**src/rtl/mem_arbiter_if.sv**
```systemverilog
// mem_arbiter_if: bundles both master ports, the shared slave port and the
// arbiter status lines. The slave modport is the arbiter's view; the master
// modport is the view of the surrounding CtlUnit / memory environment.
interface mem_arbiter_if #(
  parameter int unsigned ADDR_WIDTH = 32,
  parameter int unsigned DATA_WIDTH = 32
);
  localparam int unsigned BE_WIDTH = DATA_WIDTH / 8;

  // Instruction-fetch master (read-only)
  logic                  m0_req;
  logic [ADDR_WIDTH-1:0] m0_addr;
  logic                  m0_ack;
  logic                  m0_err;
  logic [DATA_WIDTH-1:0] m0_rdata;

  // Load/store master
  logic                  m1_req;
  logic                  m1_we;
  logic [ADDR_WIDTH-1:0] m1_addr;
  logic [DATA_WIDTH-1:0] m1_wdata;
  logic [BE_WIDTH-1:0]   m1_be;
  logic                  m1_ack;
  logic                  m1_err;
  logic [DATA_WIDTH-1:0] m1_rdata;

  // Shared memory / GPIO slave port
  logic                  mem_req;
  logic                  mem_we;
  logic [ADDR_WIDTH-1:0] mem_addr;
  logic [DATA_WIDTH-1:0] mem_wdata;
  logic [BE_WIDTH-1:0]   mem_be;
  logic                  mem_ack;
  logic [DATA_WIDTH-1:0] mem_rdata;

  // Arbiter status
  logic                  arb_owner;
  logic                  arb_busy;

  modport slave (
    input  m0_req, m0_addr,
    output m0_ack, m0_err, m0_rdata,
    input  m1_req, m1_we, m1_addr, m1_wdata, m1_be,
    output m1_ack, m1_err, m1_rdata,
    output mem_req, mem_we, mem_addr, mem_wdata, mem_be,
    input  mem_ack, mem_rdata,
    output arb_owner, arb_busy
  );

  modport master (
    output m0_req, m0_addr,
    input  m0_ack, m0_err, m0_rdata,
    output m1_req, m1_we, m1_addr, m1_wdata, m1_be,
    input  m1_ack, m1_err, m1_rdata,
    input  mem_req, mem_we, mem_addr, mem_wdata, mem_be,
    output mem_ack, mem_rdata,
    input  arb_owner, arb_busy
  );
endinterface

```
**src/rtl/mem_arbiter.sv**
```systemverilog
// mem_arbiter: shares one memory/GPIO slave port between the CtlUnit fetch
// port (m0) and load/store port (m1). One transaction outstanding at a time,
// round-robin on ties, with a bus-timeout watchdog that completes a hung
// transaction with an error.
// Build option MEM_ARB_FIXED_PRIO_EN: m1 always wins simultaneous requests.
module mem_arbiter #(
  parameter int unsigned ADDR_WIDTH     = 32,
  parameter int unsigned DATA_WIDTH     = 32,
  parameter int unsigned TIMEOUT_CYCLES = 255
) (
  input  logic         sys_clk,
  input  logic         sys_rst,
  mem_arbiter_if.slave bus
);
  localparam int unsigned BE_WIDTH  = DATA_WIDTH / 8;
  localparam int unsigned CNT_WIDTH = (TIMEOUT_CYCLES < 2) ? 1 : $clog2(TIMEOUT_CYCLES + 1);

  typedef enum logic {
    ST_IDLE = 1'b0,
    ST_BUSY = 1'b1
  } state_e;

  state_e                state_q;
  state_e                state_d;

  logic                  mem_req_q;
  logic                  mem_we_q;
  logic [ADDR_WIDTH-1:0] mem_addr_q;
  logic [DATA_WIDTH-1:0] mem_wdata_q;
  logic [BE_WIDTH-1:0]   mem_be_q;
  logic                  arb_busy_q;
  logic                  arb_owner_q;
  logic [CNT_WIDTH-1:0]  tmo_cnt_q;
`ifndef MEM_ARB_FIXED_PRIO_EN
  logic                  last_grant_q;
`endif

  logic                  any_req_c;
  logic                  grant_c;
  logic                  start_c;
  logic                  timeout_c;
  logic                  done_c;
  logic                  m0_ack_c;
  logic                  m0_err_c;
  logic [DATA_WIDTH-1:0] m0_rdata_c;
  logic                  m1_ack_c;
  logic                  m1_err_c;
  logic [DATA_WIDTH-1:0] m1_rdata_c;

  assign any_req_c = bus.m0_req | bus.m1_req;
  assign start_c   = (state_q == ST_IDLE) & any_req_c;

  // Winner of the current IDLE cycle: 1 selects m1
`ifdef MEM_ARB_FIXED_PRIO_EN
  assign grant_c = bus.m1_req;
`else
  assign grant_c = (bus.m0_req & bus.m1_req) ? ~last_grant_q : bus.m1_req;
`endif

  // Watchdog expiry; a same-cycle mem_ack takes precedence
  generate
    if (TIMEOUT_CYCLES == 0) begin : g_no_wdog
      assign timeout_c = 1'b0;
    end else begin : g_wdog
      assign timeout_c = (state_q == ST_BUSY) & ~bus.mem_ack &
                         (tmo_cnt_q == CNT_WIDTH'(TIMEOUT_CYCLES));
    end
  endgenerate

  // A reset in the completion cycle abandons the transaction without an ack
  assign done_c = (state_q == ST_BUSY) & (bus.mem_ack | timeout_c) & ~sys_rst;

  // State register
  always_ff @(posedge sys_clk) begin
    if (sys_rst) begin
      state_q <= ST_IDLE;
    end else begin
      state_q <= state_d;
    end
  end

  // Next-state logic
  always_comb begin
    state_d = state_q;
    case (state_q)
      ST_IDLE: if (any_req_c) state_d = ST_BUSY;
      ST_BUSY: if (done_c)    state_d = ST_IDLE;
      default:                state_d = ST_IDLE;
    endcase
  end

  // Completion pulse, error and read data to the owning master only
  always_comb begin
    m0_ack_c   = 1'b0;
    m0_err_c   = 1'b0;
    m0_rdata_c = '0;
    m1_ack_c   = 1'b0;
    m1_err_c   = 1'b0;
    m1_rdata_c = '0;
    if (done_c) begin
      if (arb_owner_q) begin
        m1_ack_c   = 1'b1;
        m1_err_c   = ~bus.mem_ack;
        m1_rdata_c = bus.mem_ack ? bus.mem_rdata : '0;
      end else begin
        m0_ack_c   = 1'b1;
        m0_err_c   = ~bus.mem_ack;
        m0_rdata_c = bus.mem_ack ? bus.mem_rdata : '0;
      end
    end
  end

  // Command latch, ownership and watchdog counter
  always_ff @(posedge sys_clk) begin
    if (sys_rst) begin
      mem_req_q   <= 1'b0;
      mem_we_q    <= 1'b0;
      mem_addr_q  <= '0;
      mem_wdata_q <= '0;
      mem_be_q    <= '0;
      arb_busy_q  <= 1'b0;
      arb_owner_q <= 1'b0;
      tmo_cnt_q   <= '0;
    end else if (start_c) begin
      mem_req_q   <= 1'b1;
      arb_busy_q  <= 1'b1;
      arb_owner_q <= grant_c;
      tmo_cnt_q   <= '0;
      if (grant_c) begin
        mem_we_q    <= bus.m1_we;
        mem_addr_q  <= bus.m1_addr;
        mem_wdata_q <= bus.m1_wdata;
        mem_be_q    <= bus.m1_be;
      end else begin
        mem_we_q    <= 1'b0;
        mem_addr_q  <= bus.m0_addr;
        mem_wdata_q <= '0;
        mem_be_q    <= '1;
      end
    end else if (done_c) begin
      mem_req_q  <= 1'b0;
      arb_busy_q <= 1'b0;
    end else if (state_q == ST_BUSY) begin
      tmo_cnt_q <= tmo_cnt_q + CNT_WIDTH'(1);
    end
  end

`ifndef MEM_ARB_FIXED_PRIO_EN
  // Round-robin history: owner of the most recently completed transaction
  always_ff @(posedge sys_clk) begin
    if (sys_rst) begin
      last_grant_q <= 1'b1;
    end else if (done_c) begin
      last_grant_q <= arb_owner_q;
    end
  end
`endif

  assign bus.mem_req   = mem_req_q;
  assign bus.mem_we    = mem_we_q;
  assign bus.mem_addr  = mem_addr_q;
  assign bus.mem_wdata = mem_wdata_q;
  assign bus.mem_be    = mem_be_q;
  assign bus.arb_busy  = arb_busy_q;
  assign bus.arb_owner = arb_owner_q;
  assign bus.m0_ack    = m0_ack_c;
  assign bus.m0_err    = m0_err_c;
  assign bus.m0_rdata  = m0_rdata_c;
  assign bus.m1_ack    = m1_ack_c;
  assign bus.m1_err    = m1_err_c;
  assign bus.m1_rdata  = m1_rdata_c;

endmodule

```
**src/flat_wrapper.sv**
```systemverilog
// flat-port wrapper written by rule: the top's interface ports become plain ports
module mem_arbiter_flat 
#(
  parameter int unsigned ADDR_WIDTH     = 32,
  parameter int unsigned DATA_WIDTH     = 32,
  parameter int unsigned TIMEOUT_CYCLES = 255
)
  (sys_clk, sys_rst, bus_m0_req, bus_m0_addr, bus_m0_ack, bus_m0_err, bus_m0_rdata, bus_m1_req, bus_m1_we, bus_m1_addr, bus_m1_wdata, bus_m1_be, bus_m1_ack, bus_m1_err, bus_m1_rdata, bus_mem_req, bus_mem_we, bus_mem_addr, bus_mem_wdata, bus_mem_be, bus_mem_ack, bus_mem_rdata, bus_arb_owner, bus_arb_busy);
  mem_arbiter_if #(.ADDR_WIDTH(ADDR_WIDTH), .DATA_WIDTH(DATA_WIDTH)) bus_i ();
  input  logic sys_clk;
  input  logic sys_rst;
  input wire logic [$bits(bus_i.m0_req)-1:0] bus_m0_req;
  input wire logic [$bits(bus_i.m0_addr)-1:0] bus_m0_addr;
  output wire logic [$bits(bus_i.m0_ack)-1:0] bus_m0_ack;
  output wire logic [$bits(bus_i.m0_err)-1:0] bus_m0_err;
  output wire logic [$bits(bus_i.m0_rdata)-1:0] bus_m0_rdata;
  input wire logic [$bits(bus_i.m1_req)-1:0] bus_m1_req;
  input wire logic [$bits(bus_i.m1_we)-1:0] bus_m1_we;
  input wire logic [$bits(bus_i.m1_addr)-1:0] bus_m1_addr;
  input wire logic [$bits(bus_i.m1_wdata)-1:0] bus_m1_wdata;
  input wire logic [$bits(bus_i.m1_be)-1:0] bus_m1_be;
  output wire logic [$bits(bus_i.m1_ack)-1:0] bus_m1_ack;
  output wire logic [$bits(bus_i.m1_err)-1:0] bus_m1_err;
  output wire logic [$bits(bus_i.m1_rdata)-1:0] bus_m1_rdata;
  output wire logic [$bits(bus_i.mem_req)-1:0] bus_mem_req;
  output wire logic [$bits(bus_i.mem_we)-1:0] bus_mem_we;
  output wire logic [$bits(bus_i.mem_addr)-1:0] bus_mem_addr;
  output wire logic [$bits(bus_i.mem_wdata)-1:0] bus_mem_wdata;
  output wire logic [$bits(bus_i.mem_be)-1:0] bus_mem_be;
  input wire logic [$bits(bus_i.mem_ack)-1:0] bus_mem_ack;
  input wire logic [$bits(bus_i.mem_rdata)-1:0] bus_mem_rdata;
  output wire logic [$bits(bus_i.arb_owner)-1:0] bus_arb_owner;
  output wire logic [$bits(bus_i.arb_busy)-1:0] bus_arb_busy;
  assign bus_i.m0_req = bus_m0_req;
  assign bus_i.m0_addr = bus_m0_addr;
  assign bus_m0_ack = bus_i.m0_ack;
  assign bus_m0_err = bus_i.m0_err;
  assign bus_m0_rdata = bus_i.m0_rdata;
  assign bus_i.m1_req = bus_m1_req;
  assign bus_i.m1_we = bus_m1_we;
  assign bus_i.m1_addr = bus_m1_addr;
  assign bus_i.m1_wdata = bus_m1_wdata;
  assign bus_i.m1_be = bus_m1_be;
  assign bus_m1_ack = bus_i.m1_ack;
  assign bus_m1_err = bus_i.m1_err;
  assign bus_m1_rdata = bus_i.m1_rdata;
  assign bus_mem_req = bus_i.mem_req;
  assign bus_mem_we = bus_i.mem_we;
  assign bus_mem_addr = bus_i.mem_addr;
  assign bus_mem_wdata = bus_i.mem_wdata;
  assign bus_mem_be = bus_i.mem_be;
  assign bus_i.mem_ack = bus_mem_ack;
  assign bus_i.mem_rdata = bus_mem_rdata;
  assign bus_arb_owner = bus_i.arb_owner;
  assign bus_arb_busy = bus_i.arb_busy;
  mem_arbiter #(.ADDR_WIDTH(ADDR_WIDTH), .DATA_WIDTH(DATA_WIDTH), .TIMEOUT_CYCLES(TIMEOUT_CYCLES)) u_core (.sys_clk(sys_clk), .sys_rst(sys_rst), .bus(bus_i));
endmodule
```
**config.mk**
```make
export PLATFORM = sky130hd
export DESIGN_NAME = mem_arbiter_flat
export DESIGN_NICKNAME = d
export VERILOG_FILES = /design/src/rtl/mem_arbiter_if.sv /design/src/rtl/mem_arbiter.sv /design/src/flat_wrapper.sv
export SDC_FILE = /design/constraint.sdc
export NUM_CORES = 1
export LEC_CHECK = 0
export BUFFER_PORTS_ARGS = -buffer_cell sky130_fd_sc_hd__buf_4
export CAP_MARGIN = 0
export CORE_AREA = 2 2 109 111
export DETAILED_ROUTE_END_ITERATION = 6
export DIE_AREA = 0 0 111 113
export GPL_ROUTABILITY_DRIVEN = 0
export PLACE_DENSITY = 0.66
export SLEW_MARGIN = 5
export SYNTH_ARGS = -nofsm -noshare
export SYNTH_HDL_FRONTEND = slang
export SYNTH_SLANG_ARGS = --single-unit
export TNS_END_PERCENT = 100
```
**constraint.sdc**
```tcl
create_clock -name sys_clk -period 2.15 [get_ports sys_clk]
set_input_delay 0.215 -clock sys_clk [delete_from_list [all_inputs] [get_ports sys_clk]]
set_output_delay 0.215 -clock sys_clk [all_outputs]
set_load 0.02 [all_outputs]
```
Yosys cells after proc, flatten, opt, wreduce, memory -nomap -nowiden
Cells that the tools add are included.
- register bits after elaboration: 81
- bits of input ports: 138
- add/subtract/negate cells: 1
- eq/ne operators: 1
- muxes and demuxes: 23
- bitwise operators: 13
- reduce and logical (&&, ||, !) cells: 3
- operators with widths (kind ; number):
    32-bit two-way mux ; 7
    1-bit two-way mux ; 14
    8-bit by 1-bit adder with 8-bit output (second input constant) ; 1
    8-bit == test (second input constant) ; 1
    1-bit AND ; 6
    1-bit inverter ; 5
    4-bit two-way mux ; 1
    1-bit OR ; 2
    1-bit case mux with 2 select lines ; 1
    2-bit AND reduction ; 1
    2-bit nonzero test ; 1
    2-bit OR reduction ; 1

Depth between registers and ports, before layout
- depth in word-level cells: 8
- gate-level depth with buffers: 6
- gate-level depth less buffers: 5

Worst setup path after synthesis
Ideal clock, no wire load.
- kind: reg2out
- from: register u_core.tmo_cnt_q[0]
- to: output port bus_m0_err
- arrival: 1.508 ns
- data required time: 1.935 ns
- setup slack: 0.427 ns
- stages on the path, launching flop included: 5
- cell sequence: dfxtp_1 > ha_1 > nand3_1 > o21a_1 > nor4_1
- cells in the longest elaborated chain, start to end: 6
- ends and longest elaborated chain (element ; RTL line ; text):
    start: declaration ; mem_arbiter.sv:33 ; logic [CNT_WIDTH-1:0] tmo_cnt_q;
    start signal: assignment ; mem_arbiter.sv:144 ; tmo_cnt_q <= tmo_cnt_q + CNT_WIDTH'(1);
    8-bit == test ; mem_arbiter.sv:66 ; (tmo_cnt_q == CNT_WIDTH'(TIMEOUT_CYCLES));
    1-bit AND ; mem_arbiter.sv:65 ; assign timeout_c = (state_q == ST_BUSY) & ~bus.mem_ack &
    1-bit OR ; mem_arbiter.sv:71 ; assign done_c = (state_q == ST_BUSY) & (bus.mem_ack | timeout_c) & ~sys_rst;
    1-bit AND (2 in series) ; mem_arbiter.sv:71 ;
    1-bit two-way mux ; mem_arbiter.sv:100 ; if (done_c) begin
    end: declaration ; flat_wrapper.sv:15 ; output wire logic [$bits(bus_i.m0_err)-1:0] bus_m0_err;
Every way passes these cells.

Worst setup path after layout
Ends and elaborated chain as after synthesis.

==> qor.txt <==
Top cells by count, synth = dfxtp_1 (81), and2_1 (64), nor2_1 (39), a22o_1 (33)
Setup violators final = 0
Yosys reg bits = 81
Worst-Skew Late Latency = 0.33 ns
Footprint of the multi-input gates = 1780 um^2
Post-DP Area = 5740 um^2
CTS root buffer = clkbuf_16
Cell-by-cell trace of the critical path = ha_1 -> nand3_1 -> o21a_1 -> nor4_1 -> buf_4
Pleak = 2.92 nW
Syn_nets = 508
Filler cell count = 1049
F_max = 493 MHz
Final period util = 0.943
Status = finished, final reports clean
FF/Latch Area = 1620 um^2
Synth top area share = 0.461
Grt ovf = 0
Total Power = 4.24 mW
Die Ht = 113 um
Mean post-synth cell area = 9.53 um^2
Port Buf Inserts = 277
Netlist cell types = 33
Crit path buf inv count = 1
Initial antenna violation count = 0
Setup TNS = 0 ns
Crit path max fanout = 7
Worst slew pin tran = 1.32 ns
Min Tclk post-route = 2.03 ns
Hold Crit Class = primary input to flop
Finished Cell Area = 6070 um^2
Synth Instances = 369
Crit Path Class = flop to output port
Post-synthesis sequential area ratio = 0.461
Longest Clk Path Bufs = 2
Detail Route Antenna Nets = 0
Post-route DRC = 0
Final Net Count = 772
Clock transition at path regs = 0.06 ns
Ys Warns = 0
CTS tree = done
Initial Util = 0.312
Post-CTS setup buffer count = 0
DR pass1 iterations = 4
Endpoints failing hold = 0
Die area = 12500 um^2
Max IR drop VDD = 0.000506 V
Number of global-route vias before repair = 3770
Detailed placement HPWL = 9.99 mm
Ports = 278
PD cells = 698 nW/um^2
# clock sinks = 81
Asr flop ratio synth = 0
Max_slew headroom = 0.121
Layout cells sized above 1 = 0.491
Initial DRC Count = 199
H-Tree Depth = 3
Primary FF master, synth = dfxtp_1
Layout Skew = 0.00781 ns
RSZ-0062 raised after global routing = no
WL/cell = 16.1 um
Crit path DAT = 1.81 ns
Most frequent cell after synthesis = dfxtp_1
Site Rows = 39
Area Overhead vs Synth = 72.7%
Core ar. = 11300 um^2
Num CTS Buffers = 9
Startpoint Class = flop
ANT cells = 0
CP top delay family = flip-flops
First-pass GRT wire length = 19.3 mm
Max incr delay on CP = 0.38 ns
Critical Path RT = 1.93 ns
DRT Wirelength = 12.6 mm
Max cap viols = 0
DIE WIDTH = 111 um
Yosys top cell by area = dfxtp_1
Post-synth EDFFs = 0
DR vias = 3787
Mapped Area = 3520 um^2
Slew Limit Fails = 0
Largest net degree at the start of global routing = 65
Vias/cell = 4.85
Top cells by area, synth = dfxtp_1 (46%), and2_1 (11%), mux2i_1 (9.1%), a22o_1 (8.2%), a211oi_1 (6.8%)
GRT Util Overall = 0.192
Critical path capture point type = output port
Slowest CP cell = dfxtp_1
==> repair_timing <==
item,4_1_cts,5_1_grt
gates resized for setup,0,1
hold buffers,0,0
endpoints found under the setup margin,0,53
==> power breakdown <==
| part | switching, mW | total [mW] | internal (mW) |
|---|---|---|---|
| Combinational | 0.452 | 0.897 | 0.445 |
| Sequential | 0.0629 | 1.67 | 1.61 |
| Clock | 0.585 | 1.67 | 1.08 |
| Total | 1.10 | 4.24 | 3.14 |
==> metrics by stage <==
step | std cells | hold WS [ns] | worst slack [ns] | util
floorplan | 369 | 0.341 | 0.427 | -
global placement | 765 | 0.425 | 0.317 | 0.509
detailed placement | 765 | 0.429 | 0.250 | 0.509
CTS | 781 | 0.0845 | 0.101 | 0.539
global route | 781 | 0.0825 | 0.0184 | 0.539
finish | 781 | 0.0961 | 0.123 | 0.539
==> state kept, by name, indices dropped and copies added, names as in the netlist <==
register / count
u_core.bus.mem_we: 1
u_core.last_grant_q: 1
u_core.bus.mem_req: 1
u_core.bus.mem_be: 4
u_core.bus.mem_wdata: 32
u_core.tmo_cnt_q: 8
u_core.state_q: 1
u_core.bus.mem_addr: 32
u_core.bus.arb_owner: 1
==> path summary, 6_finish.rpt <==
kind / startpoint / end / slack (ns) / cells past startpoint
max reg2reg: u_core.last_grant_q$_SDFFE_PP1P_ / u_core.bus.mem_wdata[12]$_SDFFE_PP0P_ / 0.27 / 4
min: bus_m1_wdata[8] / u_core.bus.mem_wdata[8]$_SDFFE_PP0P_ / 0.1 / 2
min reg2reg: u_core.bus.mem_wdata[11]$_SDFFE_PP0P_ / u_core.bus.mem_wdata[11]$_SDFFE_PP0P_ / 0.48 / 1
max: u_core.tmo_cnt_q[0]$_SDFFE_PP0P_ / bus_m0_err / 0.12 / 5
==> kinds of logic (layout without fill, tap and decap cells) <==
logic type | Yosys count | after routing | synth area share
buffers and inverters | 35 | 304 | 0.0413
adders and majority gates | 1 | 1 | 0.00356
DFF | 81 | 81 | 0.461
xor gates and xnor gates | 1 | 1 | 0.00249
and+or+nand+nor | 129 | 129 | 0.198
muxes | 32 | 32 | 0.0910
AOI/OAI and AO/OA | 90 | 90 | 0.203
==> routing by layer <==
layer  wire (um)  track usage  up-vias
li1            -            -     1866
met4         331       0.0708        0
met5           0            0        -
met2        6070        0.329      175
met3        1160       0.0718       17
met1        5000        0.220     1729
==> placed cells by master, fill, tap and decap left out, drive strengths merged, types with 2 or more instances in the layout <==
cell / netlist / routed
buf: 9 / 284
dfxtp: 81 / 81
and2: 64 / 64
nor2: 40 / 40
a22o: 33 / 33
mux2i: 32 / 32
a211oi: 32 / 32
clkbuf: 22 / 12
a21oi: 8 / 8
nand3: 5 / 5
o221a: 5 / 5
inv: 4 / 5
nor3: 4 / 4
nand2: 3 / 3
o31ai: 3 / 3
or4: 3 / 3
o21ai: 3 / 3
or3: 3 / 3
nor4: 2 / 2
nand2b: 2 / 2
bufinv: 0 / 2
==> final cells by class <==
| type | count | area share |
|---|---|---|
| Clock inverter | 4 | 0.0122 |
| Clock buffer | 12 | 0.0422 |
| Multi-Input combinational cell | 253 | 0.294 |
| Tap cell | 143 | 0.0295 |
| Timing Repair Buffer | 284 | 0.353 |
| Sequential cell | 81 | 0.267 |
| Inverter | 4 | 0.00247 |
No activity file was read; power rests on OpenSTA's default activity.
